File: src/rtl/cnn_conv_engine.sv
// KxK valid 2-D convolution engine over a single-port memory handshake.
// Taps are loaded once per job; each output is a KxK fetch pass followed by one write.
module cnn_conv_engine #(
  parameter int DATA_W    = 16,
  parameter int ADDR_W    = 12,
  parameter int K         = 3,
  parameter int DIM_W     = 6,
  parameter int FRAC_BITS = 8
) (
  input  logic              clk,
  input  logic              rst,
  input  logic              start,
  input  logic              relu_en,
  input  logic [ADDR_W-1:0] img_base,
  input  logic [ADDR_W-1:0] ker_base,
  input  logic [ADDR_W-1:0] out_base,
  input  logic [DIM_W-1:0]  img_w,
  input  logic [DIM_W-1:0]  img_h,
  input  logic              mem_ready,
  input  logic [DATA_W-1:0] from_memory,
  output logic              mem_rd_en,
  output logic              mem_wr_en,
  output logic [ADDR_W-1:0] address,
  output logic [DATA_W-1:0] to_memory,
  output logic              busy,
  output logic              done,
  output logic              err,
  output logic [2:0]        state_o
);

  localparam int KK    = K * K;
  localparam int CW    = (KK > 1) ? $clog2(KK) : 1;
  localparam int KW    = (K > 1) ? $clog2(K) : 1;
  localparam int ACC_W = 2 * DATA_W + $clog2(KK);
  localparam int LW    = 2 * DIM_W + 2;

  localparam logic [DIM_W-1:0] K_DIM = DIM_W'(K);
  localparam logic signed [ACC_W-1:0] SAT_MAX = {{(ACC_W-DATA_W+1){1'b0}}, {(DATA_W-1){1'b1}}};
  localparam logic signed [ACC_W-1:0] SAT_MIN = {{(ACC_W-DATA_W+1){1'b1}}, {(DATA_W-1){1'b0}}};

  typedef enum logic [2:0] {
    IDLE   = 3'd0,
    LOAD_K = 3'd1,
    FETCH  = 3'd2,
    WRITE  = 3'd3,
    DONE   = 3'd4
  } state_t;

  state_t state_q, state_d;

  logic                     relu_q;
  logic                     err_q;
  logic [ADDR_W-1:0]        img_base_q, ker_base_q, out_base_q;
  logic [DIM_W-1:0]         img_w_q, out_w_q, oy_last_q;
  logic [CW-1:0]            cnt_q;
  logic [KW-1:0]            kx_q, ky_q;
  logic [DIM_W-1:0]         ox_q, oy_q;
  logic signed [ACC_W-1:0]  acc_q;
  logic signed [DATA_W-1:0] tap_q [KK];

  logic                     dims_bad;
  logic                     last_tap, kx_last, ox_last, oy_last;
  logic [LW-1:0]            img_lin, out_lin;
  logic signed [2*DATA_W-1:0] prod;
  logic signed [ACC_W-1:0]  prod_ext;
  logic signed [ACC_W-1:0]  acc_shift;
  logic [DATA_W-1:0]        wr_data;

  assign dims_bad = (img_w < K_DIM) || (img_h < K_DIM);
  assign last_tap = (cnt_q == CW'(KK - 1));
  assign kx_last  = (kx_q == KW'(K - 1));
  assign ox_last  = (ox_q == out_w_q - DIM_W'(1));
  assign oy_last  = (oy_q == oy_last_q);

  // Linear offsets are computed wide, then wrapped to the address width.
  assign img_lin = (LW'(oy_q) + LW'(ky_q)) * LW'(img_w_q) + LW'(ox_q) + LW'(kx_q);
  assign out_lin = LW'(oy_q) * LW'(out_w_q) + LW'(ox_q);

  // cnt_q doubles as the tap index (ky*K+kx) during FETCH.
  assign prod      = $signed(from_memory) * tap_q[cnt_q];
  assign prod_ext  = ACC_W'(prod);
  assign acc_shift = acc_q >>> FRAC_BITS;

  always_comb begin
    wr_data = acc_shift[DATA_W-1:0];
    if (acc_shift > SAT_MAX) begin
      wr_data = SAT_MAX[DATA_W-1:0];
    end else if (acc_shift < SAT_MIN) begin
      wr_data = SAT_MIN[DATA_W-1:0];
    end
    if (relu_q && acc_shift[ACC_W-1]) begin
      wr_data = '0;
    end
  end

  always_ff @(posedge clk) begin
    if (rst) begin
      state_q <= IDLE;
    end else begin
      state_q <= state_d;
    end
  end

  always_comb begin
    state_d   = state_q;
    mem_rd_en = 1'b0;
    mem_wr_en = 1'b0;
    address   = '0;
    to_memory = '0;
    case (state_q)
      IDLE: begin
        if (start) begin
          state_d = dims_bad ? DONE : LOAD_K;
        end
      end
      LOAD_K: begin
        mem_rd_en = 1'b1;
        address   = ker_base_q + ADDR_W'(cnt_q);
        if (mem_ready && last_tap) begin
          state_d = FETCH;
        end
      end
      FETCH: begin
        mem_rd_en = 1'b1;
        address   = img_base_q + ADDR_W'(img_lin);
        if (mem_ready && last_tap) begin
          state_d = WRITE;
        end
      end
      WRITE: begin
        mem_wr_en = 1'b1;
        address   = out_base_q + ADDR_W'(out_lin);
        to_memory = wr_data;
        if (mem_ready) begin
          state_d = (ox_last && oy_last) ? DONE : FETCH;
        end
      end
      DONE: begin
        state_d = IDLE;
      end
      default: begin
        state_d = IDLE;
      end
    endcase
  end

  always_ff @(posedge clk) begin
    if (rst) begin
      relu_q     <= 1'b0;
      err_q      <= 1'b0;
      img_base_q <= '0;
      ker_base_q <= '0;
      out_base_q <= '0;
      img_w_q    <= '0;
      out_w_q    <= '0;
      oy_last_q  <= '0;
      cnt_q      <= '0;
      kx_q       <= '0;
      ky_q       <= '0;
      ox_q       <= '0;
      oy_q       <= '0;
      acc_q      <= '0;
    end else begin
      case (state_q)
        IDLE: begin
          if (start) begin
            relu_q     <= relu_en;
            err_q      <= dims_bad;
            img_base_q <= img_base;
            ker_base_q <= ker_base;
            out_base_q <= out_base;
            img_w_q    <= img_w;
            out_w_q    <= img_w - K_DIM + DIM_W'(1);
            oy_last_q  <= img_h - K_DIM;
            cnt_q      <= '0;
            kx_q       <= '0;
            ky_q       <= '0;
            ox_q       <= '0;
            oy_q       <= '0;
            acc_q      <= '0;
          end
        end
        LOAD_K: begin
          if (mem_ready) begin
            cnt_q <= last_tap ? '0 : cnt_q + CW'(1);
          end
        end
        FETCH: begin
          if (mem_ready) begin
            acc_q <= acc_q + prod_ext;
            if (last_tap) begin
              cnt_q <= '0;
              kx_q  <= '0;
              ky_q  <= '0;
            end else begin
              cnt_q <= cnt_q + CW'(1);
              if (kx_last) begin
                kx_q <= '0;
                ky_q <= ky_q + KW'(1);
              end else begin
                kx_q <= kx_q + KW'(1);
              end
            end
          end
        end
        WRITE: begin
          if (mem_ready) begin
            acc_q <= '0;
            if (ox_last) begin
              ox_q <= '0;
              oy_q <= oy_q + DIM_W'(1);
            end else begin
              ox_q <= ox_q + DIM_W'(1);
            end
          end
        end
        default: begin
        end
      endcase
    end
  end

  // Tap registers only load during LOAD_K, so they need no reset.
  always_ff @(posedge clk) begin
    for (int i = 0; i < KK; i++) begin
      if (state_q == LOAD_K && mem_ready && cnt_q == CW'(i)) begin
        tap_q[i] <= $signed(from_memory);
      end
    end
  end

  assign busy    = (state_q != IDLE);
  assign done    = (state_q == DONE);
  assign err     = err_q;
  assign state_o = state_q;

endmodule

File: config.mk
export PLATFORM = sky130hd
export DESIGN_NAME = cnn_conv_engine
export DESIGN_NICKNAME = d
export VERILOG_FILES = /design/src/rtl/cnn_conv_engine.sv
export SDC_FILE = /design/constraint.sdc
export NUM_CORES = 2
export LEC_CHECK = 0
export CAP_MARGIN = 20
export CORE_MARGIN = 2
export CORE_UTILIZATION = 60
export DETAILED_ROUTE_END_ITERATION = 10
export MAX_ROUTING_LAYER = met4
export PLACE_DENSITY = 0.79
export SYNTH_ARGS = -nofsm -noshare
export SYNTH_HDL_FRONTEND = slang
export SYNTH_SLANG_ARGS = --single-unit
export TNS_END_PERCENT = 1
File: constraint.sdc
create_clock -name clk -period 14 [get_ports clk]
set_input_delay 1.4 -clock clk [delete_from_list [all_inputs] [get_ports clk]]
set_output_delay 1.4 -clock clk [all_outputs]
set_load 0.005 [all_outputs]
# Yosys cells after proc, flatten, opt, wreduce, memory -nomap -nowiden
# Memories as Yosys holds them, arrays and structs flattened. A register that Yosys moved wholly into a read port is not among the register bits.
# Index checks and enable logic that the tools add are counted.
[word_totals]
output_inout_bits = 36
ff_bits = 115
word_cells = 183
ramBits = 144
n_memories = 1
latchBits = 0
mem_bits_ro = 0
[classes]
bitwise = 0
reduce_logical = 38
mux = 82
div = 0
eq_ne = 23
n_mul = 3
n_lt_le_gt_ge = 4
addsub = 17
n_shift = 0
[mem_list]
columns = ["name", "words", "width", "read_ports", "rd_ports_with_merged_regs", "wr", "line_no", "source"]
rows = [
  ["tap_q", 9, 16, 1, 1, 1, "59", "logic signed [DATA_W-1:0] tap_q [KK];"],
]
[ops]
columns = ["op", "count"]
rows = [
  ["16-bit two-way mux", 12],
  ["16-bit OR reduction", 8],
  ["36-bit two-way mux", 3],
  ["36-bit case mux with 3 select lines", 1],
  ["4-bit two-way mux", 13],
  ["36-bit by 32-bit adder with 36-bit output", 1],
  ["12-bit case mux with 3 select lines", 1],
  ["16-bit by 16-bit multiplier with 32-bit output", 1],
  ["6-bit two-way mux", 5],
  ["28-bit by 16-bit greater-than comparator with 1-bit output, second input constant", 1],
  ["28-bit by 16-bit < comparator with 1-bit output, second input constant", 1],
  ["1-bit two-way mux", 28],
  ["12-bit adder", 2],
  ["12-bit by 6-bit adder with 12-bit output", 2],
  ["6-bit case mux with 2 select lines", 2],
  ["6-bit by 1-bit adder with 6-bit output, second input constant", 3],
  ["3-bit two-way mux", 6],
  ["4-bit by 3-bit equality test with 1-bit output, second input constant", 4],
  ["4-bit AND reduction", 4],
  ["2-bit two-way mux", 7],
  ["1-bit logical AND", 13],
  ["12-bit by 2-bit adder with 12-bit output", 1],
  ["12-bit by 4-bit adder with 12-bit output", 1],
  ["6-bit equality test", 2],
  ["other kinds (29)", 45],
]

# Depth between registers and ports, before layout
[depth]
word_depth = 14
depth_mapped = 29
mapped_depth_nobuf = 26

# Worst setup path after synthesis
# No wires, ideal clock.
[synth_path]
kind = "register -> register"
start = "register (tool-made name)"
end = "register acc_q[33]"
setup_time_ps = 117
stages_incl_launch_ff = 28
path_slack_ps = 6509
t_arrival_ps = 7373
path_cell_list = "dfxtp_1 > buf_2 > buf_2 > mux4_2 > mux2i_1 > nor2_1 > a21oi_1 > clkbuf_1 > nor2b_1 > fa_1 > inv_1 > fa_1 > fa_1 > inv_1 > fa_1 > fa_1 > inv_1 > fa_1 > inv_1 > ha_1 > a211o_1 > or2_2 > o2111ai_1 > o211ai_2 > a41o_1 > o21ai_2 > o211ai_1 > a32o_1"
[synth_rtl]
columns = ["item", "line_no", "source"]
rows = [
  ["end signal, assigned", "190", "acc_q <= acc_q + prod_ext;"],
  ["end, declared", "58", "logic signed [ACC_W-1:0] acc_q;"],
]

==> results.yml <==
global_routing:
  vias_in_the_first_global_route: 19600
  grt_overflow_total: 0
  grt_pass1_wl_um: 99710
  grt_start_max_net_pins: 72
  grt_usage: 0.2892
  grt_antenna_before_repair: 1
die:
  start_util: 0.6058
  placement_rows: 76
  chipWidth_um: 212.3
  core-area_um2: 42980
  die_area_um2: 45080
  fp.dieH_um: 212.3
  design.portCount: 105
worst_setup_path:
  cp.arrival_ns: 8.74
  critical_path_required_ns: 14.44
  critical_path.max_stage_delay_ns: 0.58
  worstPathMaxFanout: 32
  critical-path-top-cell-by-count: "fa_1"
  critical_path_class: "reg2reg"
  worstSetupEndpointType: "flop"
  cpMaxStageDelayCell: "mux4_2"
  start_kind: "flop"
logic_synthesis:
  seq_area_frac_synth: 0.2568
  yosysWarningCount: 0
  synth.lib_cells_used.distinct: 68
  synth_simple_gate_area_share: 0.1345
  synth.net_count: 3248
  post_synth_xor_area_fraction: 0.03296
  syn-mean-instance-area_um2: 9.947
  synth_compound_gate_area_share: 0.06708
  postSynth.asyncResetShare: 0
  number_of_synthesized_flops_with_an_enable_pin: 144
  synth_top_family_by_area: "adder cells"
  arithmetic_cell_share_of_the_synthesized_area_counting_full_adders_half_adders_and_majority_gates: 0.3809
  netlist_area_um2: 26040
  synth_ff_type: "edfxtp_1"
  synthMuxAreaShare: 0.03786
  synth_seq_cells: 262
  postSynthCellCount: 2618
clock_network:
  post_cts_setup_repair_bufs: 0
  cts-root-to-sink-buffers: 3
  clock-sinks: 262
  post_cts_hold_buffer_count: 0
  cts-buffers-inserted: 28
  clock_latency_on_the_worst_skew_pair_ns: 0.57
  worst_setup_hold_path_clk_slew_ns: 0.06
  htree_num_levels: 1
  number_of_gates_resized_after_cts: 0
  clock_tree.root_cell: "clkbuf_16"
  tritoncts: "built"
sta:
  report.final.setup_viol: 0
  maxSlewViolCount: 0
  timing.max_slew.rel_slack: 0.2137
  timing.fmax_mhz: 120.6
  setup_total_negative_slack_ns: 0
  tightestPinTransition_ns: 1.167
  timing.final.hold_violations: 0
  timing.clock.skew_ns: 0.01856
  final_period_util: 0.5923
  tmin_final_ns: 8.292
  grt_setup_unrepaired: "no"
detailed_routing:
  drcViolationCount: 0
  dr_total_vias: 18420
  viasPerCell: 5.591
  antenna_violating_nets_post_route: 0
  initialDrtViolationCount: 1429
  detail_route.wl_per_cell_um: 18.16
  totalWireLength_um: 59830
  drt-pass1-iter-count: 5
worst_hold_path:
  holdCritPathClass: "reg2reg"
final_layout:
  final_nets: 3318
  fillCellCount: 3306
  area_growth_syn_to_layout_pct: 10.10
  layout_cell_share_with_drive_strength_beyond_1: 0.05096
  layout.area.seq_um2: 6688
  multi_input_comb_area_um2: 17030
  leading_cell_type_in_the_layout_fill_and_taps_excluded: "inv_1"
  most-common-layout-cells: "inv_1, fa_1, nand2_1"
placement:
  count_of_buffers_inserted_at_the_top_level_ports: 104
  place_congestion: 0.9219
  dp.final_hpwl_um: 45680
flow_run:
  cap_violations: 0
outcome:
  outcome: "finished, final reports clean"
cell type report:
cell class | instances | share of cell area
tap | 585 | 0.02553
clock buffer | 34 | 0.02557
multi-input combinational | 1736 | 0.5938
clock inverter | 16 | 0.007463
timing repair buffer | 141 | 0.04630
antenna | 1 | 0.00008728
inverter | 519 | 0.06795
sequential | 262 | 0.2333
registers in the layout, summed over array words and instances (netlist names), 2 cells and up, named ones only:
signal      flops
tap_q         144
state_o         3
out_w_q         5
kx_q            2
out_base_q     12
cnt_q           4
img_base_q     12
acc_q          36
img_w_q         6
oy_q            6
ky_q            2
oy_last_q       6
ker_base_q     12
ox_q            6
critical path, delay by kind of cell, from the launching register on:
kind	cells	cell delay [ns]
adders and majority gates	7	3.46
muxes	2	0.77
buffers and inverters	6	1.04
AOI/OAI and AO/OA	8	2.11
DFF	1	0.31
and+or+nand+nor	3	0.44
synth_stat cells, drive strengths merged (7+ instances only):
cell type	count	area (µm²)
dfxtp	118	2362
a22oi	24	180.2
xnor2	62	543.0
mux4	32	720.7
nand4	11	68.82
mux2i	23	242.7
ha	176	2202
nor2b	91	569.3
buf	19	85.08
inv	519	1948
a211oi	14	105.1
clkbuf	82	307.8
or3	7	43.79
a21o	23	172.7
nand2b	21	133.9
o21bai	10	75.07
o211ai	7	57.55
nor3	17	90.09
a31oi	8	50.05
nand3	16	80.08
fa	385	7707
a21oi	112	560.5
nor2	135	506.7
nand2	309	1160
and2	88	550.5
xor2	36	315.3
edfxtp	144	4324
and3	9	56.30
nor4	10	62.56
o21ai	51	259.0
metrics by stage:
step	setup WS (ns)	std cells	cell area, µm²	hold slack [ns]	util
after global routing	5.331	3294	28670	0.4822	0.6670
final	5.708	3294	28670	0.4601	0.6670
after detailed placement	5.534	3241	27690	0.4514	0.6443
after floorplan	6.509	2618	26040	0.4362	-
after global placement	5.548	3239	27680	0.4437	0.6440
after CTS	5.695	3291	28640	0.4616	0.6664
cells by family (layout without fill, tap and decap cells):
logic type	count (synthesis)	count (layout)
and+or+nand+nor	737	737
adders and majority gates	562	562
other	0	1
buffers and inverters	620	710
muxes	57	57
AOI/OAI and AO/OA	282	282
xor gates and xnor gates	98	98
DFF	262	262
path summary, 6_finish.rpt:
kind	slack (ns)	cells past startpoint	startpoint	endpoint
worst min register to register	0.46	2	img_base_q[3]$_SDFFE_PP0P_	img_base_q[3]$_SDFFE_PP0P_
worst max register to register	5.71	26	flop	acc_q[33]$_SDFFE_PP0P_
worst min-delay path	0.46	2	img_base_q[3]$_SDFFE_PP0P_	img_base_q[3]$_SDFFE_PP0P_
worst max-delay path	5.71	26	flop	acc_q[33]$_SDFFE_PP0P_
per-layer routing:
metal	vias up	GRT usage	share of wire
met5	-	-	0
met2	668	0.4745	0.49
met1	9244	0.3783	0.42
met3	127	0.05288	0.071
met4	0	0.06487	0.023
li1	8377	-	-
Power is not shown: default switching activity piles up to over one toggle a cycle in this logic, so the estimate is an artifact.
